$ cat src/rtl/fib_seq_gen.sv
// fib_seq_gen -- computes term n of a selectable integer recurrence, one
// new term per clock, with exact per-term overflow tracking.
//
// Handshake: a request is accepted when go=1 at a rising edge while the block
// is IDLE or DONE. Acceptance clears done and latches n, mode and the seeds.
// The block then computes, waits for go to drop, and raises done together
// with result/overflow. Those outputs are held until the next accepted go
// clears done. go is ignored while busy.
//
// Parameters:
//   INPUT_WIDTH  - width of n
//   OUTPUT_WIDTH - width of result, seed0, seed1
//   SATURATE     - 0: result wraps on overflow; 1: result is all-ones on overflow
//
// Ports:
//   clk      - clock, rising edge
//   rst      - asynchronous reset, active low
//   go       - start request, level-sampled
//   n        - index of the requested term
//   mode     - 00 Fibonacci, 01 Lucas, 10 custom seeds, 11 Tribonacci
//   seed0    - T(0) for custom mode
//   seed1    - T(1) for custom mode
//   result   - T(n), wrapped or saturated
//   overflow - some term T(2..n) did not fit in OUTPUT_WIDTH bits
//   done     - result/overflow valid
//   busy     - computation in progress (COMPUTE or FINISH)
module fib_seq_gen #(
    parameter int INPUT_WIDTH  = 6,
    parameter int OUTPUT_WIDTH = 32,
    parameter int SATURATE     = 0
) (
    input  logic                    clk,
    input  logic                    rst,
    input  logic                    go,
    input  logic [INPUT_WIDTH-1:0]  n,
    input  logic [1:0]              mode,
    input  logic [OUTPUT_WIDTH-1:0] seed0,
    input  logic [OUTPUT_WIDTH-1:0] seed1,
    output logic [OUTPUT_WIDTH-1:0] result,
    output logic                    overflow,
    output logic                    done,
    output logic                    busy
);

    localparam int W = OUTPUT_WIDTH;

    typedef enum logic [1:0] {
        S_IDLE    = 2'd0,
        S_COMPUTE = 2'd1,
        S_FINISH  = 2'd2,
        S_DONE    = 2'd3
    } state_t;

    state_t state, state_nxt;

    // Sliding window of the three most recent terms: x0 is the oldest.
    // Each term carries its own flag, which is the OR of its own carry and
    // the flags of its ancestors, so terms past index n never leak into
    // the reported overflow.
    logic [W-1:0]           x0, x1, x2;
    logic                   f0, f1, f2;
    logic [INPUT_WIDTH-1:0] cnt;
    logic                   trib_q;

    logic                   accept;
    logic [W:0]             sum2;
    logic [W+1:0]           sum3;
    logic [W-1:0]           new_term;
    logic                   new_flag;
    logic [W-1:0]           init0, init1, init2;

    // Next-state logic and status outputs.
    always_comb begin
        state_nxt = state;
        accept    = 1'b0;
        busy      = 1'b0;
        case (state)
            S_IDLE, S_DONE: begin
                if (go) begin
                    accept    = 1'b1;
                    state_nxt = (n != '0) ? S_COMPUTE : S_FINISH;
                end
            end
            S_COMPUTE: begin
                busy = 1'b1;
                if (cnt == INPUT_WIDTH'(1)) state_nxt = S_FINISH;
            end
            S_FINISH: begin
                busy = 1'b1;
                // A held go keeps us here, so done never rises right after go=1.
                if (!go) state_nxt = S_DONE;
            end
            default: state_nxt = S_IDLE;
        endcase
    end

    // Seed values chosen by the requested mode.
    always_comb begin
        init0 = '0;
        init1 = W'(1);
        init2 = '0;
        case (mode)
            2'b00: begin init0 = '0;      init1 = W'(1); end
            2'b01: begin init0 = W'(2);   init1 = W'(1); end
            2'b10: begin init0 = seed0;   init1 = seed1; end
            2'b11: begin init0 = '0;      init1 = '0;    init2 = W'(1); end
            default: ;
        endcase
    end

    // Next term and its flag. Tribonacci needs two guard bits for a 3-way sum.
    always_comb begin
        sum2 = {1'b0, x0} + {1'b0, x1};
        sum3 = {2'b00, x0} + {2'b00, x1} + {2'b00, x2};
        if (trib_q) begin
            new_term = sum3[W-1:0];
            new_flag = (sum3[W+1:W] != 2'b00) | f0 | f1 | f2;
        end else begin
            new_term = sum2[W-1:0];
            new_flag = sum2[W] | f0 | f1;
        end
    end

    always_ff @(posedge clk or negedge rst) begin
        if (!rst) begin
            state    <= S_IDLE;
            x0       <= '0;
            x1       <= '0;
            x2       <= '0;
            f0       <= 1'b0;
            f1       <= 1'b0;
            f2       <= 1'b0;
            cnt      <= '0;
            trib_q   <= 1'b0;
            result   <= '0;
            overflow <= 1'b0;
            done     <= 1'b0;
        end else begin
            state <= state_nxt;
            if (accept) begin
                x0     <= init0;
                x1     <= init1;
                x2     <= init2;
                f0     <= 1'b0;
                f1     <= 1'b0;
                f2     <= 1'b0;
                cnt    <= n;
                trib_q <= (mode == 2'b11);
                done   <= 1'b0;
            end else if (state == S_COMPUTE) begin
                x0  <= x1;
                f0  <= f1;
                cnt <= cnt - INPUT_WIDTH'(1);
                if (trib_q) begin
                    x1 <= x2;
                    f1 <= f2;
                    x2 <= new_term;
                    f2 <= new_flag;
                end else begin
                    x1 <= new_term;
                    f1 <= new_flag;
                end
            end else if (state == S_FINISH && !go) begin
                result   <= ((SATURATE != 0) && f0) ? '1 : x0;
                overflow <= f0;
                done     <= 1'b1;
            end
        end
    end

endmodule

$ cat config.mk
export PLATFORM = sky130hd
export DESIGN_NAME = fib_seq_gen
export DESIGN_NICKNAME = d
export VERILOG_FILES = /design/src/rtl/fib_seq_gen.sv
export SDC_FILE = /design/constraint.sdc
export NUM_CORES = 1
export LEC_CHECK = 0
export ABC_AREA = 1
export CAP_MARGIN = 10
export CELL_PAD_IN_SITES_DETAIL_PLACEMENT = 0
export CELL_PAD_IN_SITES_GLOBAL_PLACEMENT = 1
export CORE_UTILIZATION = 30
export DETAILED_ROUTE_END_ITERATION = 12
export HOLD_SLACK_MARGIN = 0.05
export PLACE_DENSITY_LB_ADDON = 0.1
export SKIP_LAST_GASP = 1
export SLEW_MARGIN = 5
export SYNTH_ARGS = -nofsm -noshare
export SYNTH_HDL_FRONTEND = slang
export SYNTH_SLANG_ARGS = --single-unit
$ cat constraint.sdc
create_clock -name clk -period 3.1 [get_ports clk]
set_input_delay 0.775 -clock clk [delete_from_list [all_inputs] [get_ports clk]]
set_output_delay 0.775 -clock clk [all_outputs]
set_load 0.1 [all_outputs]
Word level (Yosys, flattened, before mapping)
Index checks and enable logic that the tools add are counted.
{ "word_totals": {"register_bits": 142, "input_bits": 75, "elab_cells": 85} }
{ "classes": {"n_addsub": 4, "eq_ne": 11, "n_mux": 34, "bitwise": 7, "n_reduce_logical": 17} }
{ "op_table": {"columns": ["op", "n"], "rows": [
  ["2-to-1 mux 32 bit", 9],
  ["one-hot mux 32 bit (3 select lines)", 2],
  ["adder 32 x 32 -> 33 bit", 2],
  ["adder 33 x 32 -> 34 bit", 1],
  ["2-to-1 mux 1 bit", 16],
  ["2-to-1 mux 6 bit", 2],
  ["== test 2 bit (second input constant)", 4],
  ["2-to-1 mux 2 bit", 4],
  ["!= test 2 bit (second input constant)", 4],
  ["nonzero test 2 bit", 4],
  ["OR reduction 2 bit", 4],
  ["== test 6 x 1 -> 1 bit (second input constant)", 1],
  ["one-hot mux 2 bit (3 select lines)", 1],
  ["AND reduction 3 bit", 2],
  ["nonzero test 6 bit", 1],
  ["subtractor 6 x 1 -> 6 bit (second input constant)", 1],
  ["OR 1 bit", 5],
  ["== test 2 x 1 -> 1 bit (second input constant)", 2],
  ["zero test 2 bit", 2],
  ["AND reduction 2 bit", 2],
  ["NOT 1 bit", 2],
  ["logical AND 1 bit", 1],
  ["zero test 1 bit", 1]
]} }

Longest topological paths before layout
Gate-level depths: netlist of the first run.
{ "logic_depth": {"ltp_word": 10, "mapped_depth": 18} }

Worst setup path after synthesis of the first run
OpenSTA, ideal clock, no wires.
{ "synth_path": {"path_type": "reg2reg", "start": "register x0[1]", "end": "register f2", "setup_time_ns": 0.116, "arrival_ns": 2.369, "path_slack_ns": 0.615, "path_stages_with_launch": 14, "path_buffers": 0, "period_less_slack_ns": 2.485, "cell_sequence": "dfrtp_1 -> fa_1 -> ha_1 -> fa_1 -> nand3_1 -> nand3_1 -> nand2_1 -> nand4_1 -> nand2_1 -> nand3_1 -> a21oi_1 -> nand2_1 -> nand2_1 -> nand2_1"} }
{ "synth_via": {"elab_chain_len": 10, "elab_cells_between_ends": 13, "cone_classes": "3 x add/sub; 4 x mux; 5 x bitwise; 1 x reduce/logical"} }
{ "synth_lines": {"columns": ["item", "line_no", "source"], "rows": [
  ["start, declared", "60", "logic [W-1:0] x0, x1, x2;"],
  ["start signal, assigned", "141", "x0 <= init0;"],
  ["adder 32 x 32 -> 33 bit", "113, 114", null],
  ["adder 33 x 32 -> 34 bit", "114", "sum3 = {2'b00, x0} + {2'b00, x1} + {2'b00, x2};"],
  ["nonzero test 2 bit", "117", "new_flag = (sum3[W+1:W] != 2'b00) | f0 | f1 | f2;"],
  ["OR 1 bit (3 in series)", "117", null],
  ["2-to-1 mux 1 bit *", "115", "if (trib_q) begin"],
  ["2-to-1 mux 1 bit *", "154", "if (trib_q) begin"],
  ["2-to-1 mux 1 bit *", "150", "end else if (state == S_COMPUTE) begin"],
  ["2-to-1 mux 1 bit *", "140", "if (accept) begin"],
  ["end signal, assigned", "158", "f2 <= new_flag;"],
  ["end, declared", "61", "logic f0, f1, f2;"]
]} }
Every way passes the cells marked *; elsewhere a longest branch is shown, timed or not. The select of a mux whose other input is x is not followed.
A chain may end at the register's enable or synchronous reset.

Worst setup path in the final report of the first run
{ "layout_path": {"start": "register x1[5]", "end": "register x2[23]"} }
{ "layout_via": {"elab_chain_len": 6, "elab_cells_between_ends": 7, "cone_classes": "3 x add/sub; 4 x mux"} }
{ "layout_lines": {"columns": ["item", "line_no", "source"], "rows": [
  ["start, declared", "60", null],
  ["start signal, assigned", "142", "x1 <= init1;"],
  ["start signal, assigned", "160", "x1 <= new_term;"],
  ["adder 32 x 32 -> 33 bit", "113, 114", null],
  ["adder 33 x 32 -> 34 bit", "114", null],
  ["2-to-1 mux 32 bit *", "115", null],
  ["2-to-1 mux 32 bit *", "154", null],
  ["2-to-1 mux 32 bit *", "150", null],
  ["2-to-1 mux 32 bit *", "140", null],
  ["end signal, assigned", "143", "x2 <= init2;"],
  ["end signal, assigned", "157", "x2 <= new_term;"],
  ["end, declared", "60", null]
]} }
Marks and branches as above.

==> results of run 1 <==
## placed cells by master (no fill, tap or decap), types with 5 or more instances in the layout
cell / n
o221ai_1: 5
clkbuf_8: 6
o211ai_1: 8
ha_1: 68
clkbuf_16: 17
nand4_1: 17
nor3_1: 5
a22oi_1: 32
a221oi_1: 9
xor2_1: 7
xnor2_1: 16
clkbuf_1: 5
a21oi_1: 109
clkdlybuf4s50_1: 73
nand2_1: 581
nand2_2: 9
nor2_1: 142
nand3b_1: 5
buf_4: 71
nand3_1: 82
o21ai_0: 100
mux2_2: 6
dfrtp_1: 142
inv_1: 287
and2_1: 5
buf_12: 7
fa_1: 33
o21bai_1: 5
## stage by stage
step                      utilization, %  area, sq um  hold WS [ns]
after detailed placement           35.26        13630        0.4629
after global placement             35.26        13630        0.4618
after global routing               36.84        14240        0.2740
after floorplan                        -        11780        0.4418
final                              36.84        14240        0.2592
after CTS                          36.81        14230        0.2533
## worst min path at each step
stage          startpoint     end  slack, ns  cells after the start
2_1_floorplan          f2      f2       0.44                      2
3_3_place_gp           f2      f2       0.46                      2
3_5_place_dp           f2      f2       0.46                      2
4_1_cts               rst  x1[18]       0.25                      1
5_1_grt               rst  x0[20]       0.27                      1
6_report              rst  x1[20]       0.26                      1
## critical path: cells and delay by family, from the launching register on
kind                     cells  cell delay [ns]
XOR/XNOR                     1             0.13
flip-flops                   1             0.44
adder cells (fa/ha/maj)      2             0.98
AND/OR/NAND/NOR             11             1.13
## final cells by class
| type | count | area, sq um |
|---|---|---|
| clock buffer | 28 | 526.8 |
| fill | 4173 | 24410 |
| sequential | 142 | 3553 |
| tap | 518 | 648.1 |
| inverter | 290 | 1089 |
| clock inverter | 4 | 73.82 |
| timing repair buffer | 152 | 1415 |
| multi-input combinational | 1276 | 6932 |
## sequential cells by signal, summed over array words and instances, names as in the netlist
name and flops:
f0 1, trib_q 1, done 1, x1 32, x2 32, x0 32, overflow 1, f1 1
result 32, cnt 6, state 2, f2 1
## layer usage
layer	GRT usage, %	part of all wire, %	vias to the layer above
met5	0	0	-
met4	4.093	0.89	0
met2	35.33	42	277
met1	37.34	53	5516
li1	-	-	5805
met3	2.766	4.6	18
## kinds of logic (layout without fill, tap and decap cells)
logic type	count (synthesis)	in the layout	synth area share, %
compound gates	286	286	13.88
xor+xnor	23	23	1.711
fa+ha+maj	103	103	13.11
buf+inv	340	474	11.13
flops	142	142	30.18
mux	7	7	0.6588
simple gates	857	857	29.34
==> flow_metrics.tcl, run 1 <==
set metrics [dict create \
    synth-seq-cells 142 \
    slew_headroom_pct 50.19 \
    antenna_cells 0 \
    timing.setup.tns_ns 0 \
    reg2reg_slack_ns 0.30 \
    ys_seq_area_share_pct 30.18 \
    pre_cts_ws_ns 0.1268 \
    period_share_pct 90.26 \
    area_growth_pct 20.91 \
    core_sq_um 38650 \
    netlist_instances 1758 \
    grt-ovfl-total 0 \
    drc 0 \
    ios 110 \
    nNetsFinal 2057 \
    synth.area.top_cells "dfrtp_1, nand2_1, inv_1" \
    cap_viol_max_count 0 \
    ys_top_cells_by_count "nand2_1, inv_1, dfrtp_1, nor2_1, a21oi_1" \
    ctsResizeCount 0 \
    cts.htree.levels 4 \
    endpoint "x2[23]" \
    io_buffers 109 \
    tightest_slew_ns 0.7444 \
    dieArea_sq_um 40050 \
    cpMostUsedCell "nand2_1" \
    cp_cell_sequence "fa_1, ha_1, nand2_1, nor2_1, nand2_1, nand3_1, nand2_1, nand2_1, nand2_1, nand2_1, xnor2_1, nand2_1, nand2_1, nand2_1" \
    max_clock_freq_mhz 357.4 \
    grt_max_degree 62 \
    hold_viol 0 \
    drive_above_1_share_pct 7.135 \
    reg2reg_depth 14 \
    cts.clk_slew.worst_paths_ns 0.06 \
    finalCriticalPeriod_ns 2.798 \
    synth_edf_count 0 \
    cts_setup_buffers 0 \
    numCtsBuffers 17 \
    critPathMaxFanout 4 \
    endpoint_kind "register" \
    critical_path_class "register to register" \
    tritoncts "built" \
    synth_area_sq_um 11780 \
    async_flop_share_pct 100.0 \
    clockBufferDepth 2 \
    synth_top_cell_area_share_pct 30.18 \
    ant_nets 0 \
    syn_area_per_cell_sq_um 6.698 \
    clock_latency_ns 0.45 \
    cp-start-kind "register" \
    synth_fp_nets 1936 \
    status "finished, final reports clean" \
    setup_ws_ns 0.3020 \
    skew_ns 0.01083 \
    cp.required_ns 3.44 \
    vias 11620 \
    routed_wl_um 46670 \
    yosys.cell_types.count 48 \
    dp_hpwl_um 37310 \
    finalNonFillerCells 2410 \
    rr_endpoint "x2[23]" \
    fp-row-count 72 \
    grt_pass1_vias 11520 \
    yosysWarningCount 0 \
    synth_top_area_cell "dfrtp_1" \
    cp_slowest_stage_delay_ns 0.59 \
    die_h_um 200.1 \
    cp.arrival_ns 3.13 \
    synth_ff_type "dfrtp_1" \
    die_w_um 200.1 \
    hold_class "input port to asynchronous set/reset pin" \
    grt_first_pass_wirelength_um 71950 \
    drtPass1Iterations 5 \
    drt_iter0_drc 772 \
    gp_congestion 0.9079 \
    critPathLaunch "x1[5]" \
    grt_antenna_before_repair 0 \
    grt_setup_unrepaired "false" \
    yosysMostFrequentCell "nand2_1" \
    clock_sinks 142 \
    crit_slowest_cell "fa_1" \
    final-max-slew-violation-count 0 \
    gr-usage-all-layers_pct 23.94 \
    viasPerCell 4.820 \
    cts_root_buf "clkbuf_16" \
    setup_viol 0 \
    r2r_start "x1[5]" \
    ctsHoldBuffers 0 \
    start_util_pct 30.47 \
    place_inst 2378 \
    wire_per_inst_um 19.36 \
]
Power of run 1 is left out: the tool's default activity adds up to more than one toggle a clock period on the data nets, which glitch-free logic cannot reach.
==> run 2, diff against run 1 <==
--- a/config.mk
+++ b/config.mk
@@ -9,6 +9,7 @@
 export CAP_MARGIN = 10
 export CELL_PAD_IN_SITES_DETAIL_PLACEMENT = 0
 export CELL_PAD_IN_SITES_GLOBAL_PLACEMENT = 1
+export CORE_MARGIN = 1.5
 export CORE_UTILIZATION = 30
 export DETAILED_ROUTE_END_ITERATION = 12
 export HOLD_SLACK_MARGIN = 0.05
==> run 2 against run 1 <==
  * Sequential cell count unchanged
  * Register-to-register slack worse by 0.07 ns
  * Routed wire length rose by 0.19%
  * Core utilization increased by 0.075 points
  * First-iteration DRC count up 13%
  * Design area increased by 0.20%
  * Critical endpoint is now x2[16]
  * Via count rose by 0.65%
  * Cell count stayed put
  * Sequential share of layout area is essentially flat
  * Fmax down 2.5%
==> flow_metrics.tcl, run 2 (synthesis gave the netlist of run 1 again) <==
set metrics [dict create \
    final-max-slew-violation-count 0 \
    vias 11690 \
    grt_max_degree 69 \
    drt_iter0_drc 874 \
    layout_commonest_cell "nand2_1" \
    max_clock_freq_mhz 348.5 \
    tritoncts "built" \
    wire_per_inst_um 19.40 \
    reg2reg_depth 10 \
    mostFrequentLayoutCells "nand2_1, inv_1, nor2_1" \
    reg2reg_slack_ns 0.23 \
    hold_class "input port to asynchronous set/reset pin" \
    grt_first_pass_wirelength_um 72170 \
    dieArea_sq_um 40450 \
    fin_util_pct 36.91 \
    routed_wl_um 46760 \
    die_h_um 201.1 \
    clock_latency_ns 0.45 \
    clock_sinks 142 \
    r2r_start "x0[13]" \
    gr-usage-all-layers_pct 23.62 \
    drc 0 \
    core_sq_um 38650 \
    critPathMaxFanout 4 \
    fill_cells 4193 \
    grt-ovfl-total 0 \
    gp_congestion 0.9347 \
    tightest_slew_ns 0.7277 \
    io_buffers 109 \
    skew_ns 0.008915 \
    finalCriticalPeriod_ns 2.869 \
    grt_antenna_before_repair 0 \
    cp_slowest_stage_delay_ns 0.55 \
    cts.clk_slew.worst_paths_ns 0.07 \
    setup_viol 0 \
    cp.arrival_ns 3.19 \
    grt_pass1_vias 11690 \
    pre_cts_ws_ns 0.1495 \
    status "finished, final reports clean" \
    crit_slowest_cell "fa_1" \
    dp_hpwl_um 37120 \
    ios 110 \
    critical_path_class "register to register" \
    drive_above_1_share_pct 7.347 \
    area_growth_pct 21.16 \
    finalNonFillerCells 2410 \
    crit_family "adder cells" \
    place_inst 2377 \
    rr_endpoint "x2[16]" \
    die_w_um 201.1 \
    nNetsFinal 2057 \
    critPathBufInv 0 \
    period_share_pct 92.56 \
    clockBufferDepth 2 \
    drtPass1Iterations 5 \
    ctsHoldBuffers 0 \
    grt_setup_unrepaired "false" \
    fp-row-count 72 \
    hold_viol 0 \
    ant_nets 0 \
    timing.setup.tns_ns 0 \
    setup_ws_ns 0.2306 \
    cp.required_ns 3.42 \
    cts.htree.levels 4 \
    cp_cell_sequence "fa_1, ha_1, nand2_1, nor2_1, and2_1, nand2_2, nand2_2, xor2_1, o21ai_1, o21ai_1" \
    start_util_pct 30.47 \
    endpoint_kind "register" \
    cp-start-kind "register" \
    numCtsBuffers 17 \
    cts_root_buf "clkbuf_16" \
    cap_viol_max_count 0 \
    antenna_cells 0 \
    viasPerCell 4.851 \
    slew_headroom_pct 51.31 \
]
## run 2: how the worst max path moves through the flow
stage,from,end,slack [ns],cells after the start
floorplan,x0[1],f2,0.61,13
global placement,x0[1],x2[13],0.14,10
detailed placement,x0[1],f2,0.15,13
CTS,x0[1],f2,0.14,13
global route,x0[21],f2,0.005,13
finish,x0[13],x2[16],0.23,10
## run 2: metrics by stage
stage / hold slack (ns) / area, sq um
floorplan: 0.4418 / 11780
global placement: 0.4568 / 13620
detailed placement: 0.4599 / 13620
CTS: 0.2579 / 14250
global route: 0.2776 / 14270
finish: 0.2702 / 14270
## run 2: area by class of cell
class | count | area (sq um) | share of cell area (%)
sequential | 142 | 3555 | 24.92
clock inverter | 15 | 210.2 | 1.473
timing repair buffer | 152 | 1415 | 9.919
tap | 518 | 648.1 | 4.543
clock buffer | 17 | 425.4 | 2.982
inverter | 290 | 1089 | 7.630
multi-input combinational | 1276 | 6924 | 48.54
## run 2: worst reg2reg max path, stage by stage (launching register included)
cell and delay, ns:
dfrtp_1 0.42, fa_1 0.55, ha_1 0.44, nand2_1 0.15, nor2_1 0.32, and2_1 0.19
nand2_2 0.06, nand2_2 0.14, xor2_1 0.10, o21ai_1 0.28, o21ai_1 0.11
## run 2: what timing repair did
| item | in CTS | in global routing |
|---|---|---|
| hold endpoints to repair | 0 | 0 |
| buffers inserted | 0 | 1 |
| resized for setup | 0 | 2 |
| endpoints found under the setup margin | 0 | 3 |
## run 2: routing by layer
layer  share of wire (%)  vias up  routed length (um)  GRT usage (%)
li1                    -     5820                   -              -
met2                  42      281               19540          34.49
met3                 4.6       20                2148          3.580
met5                   0        -                   0              0
met1                  53     5571               24660          36.66
met4                0.87        0                 408          4.135
Power of run 2 is left out for the same reason.
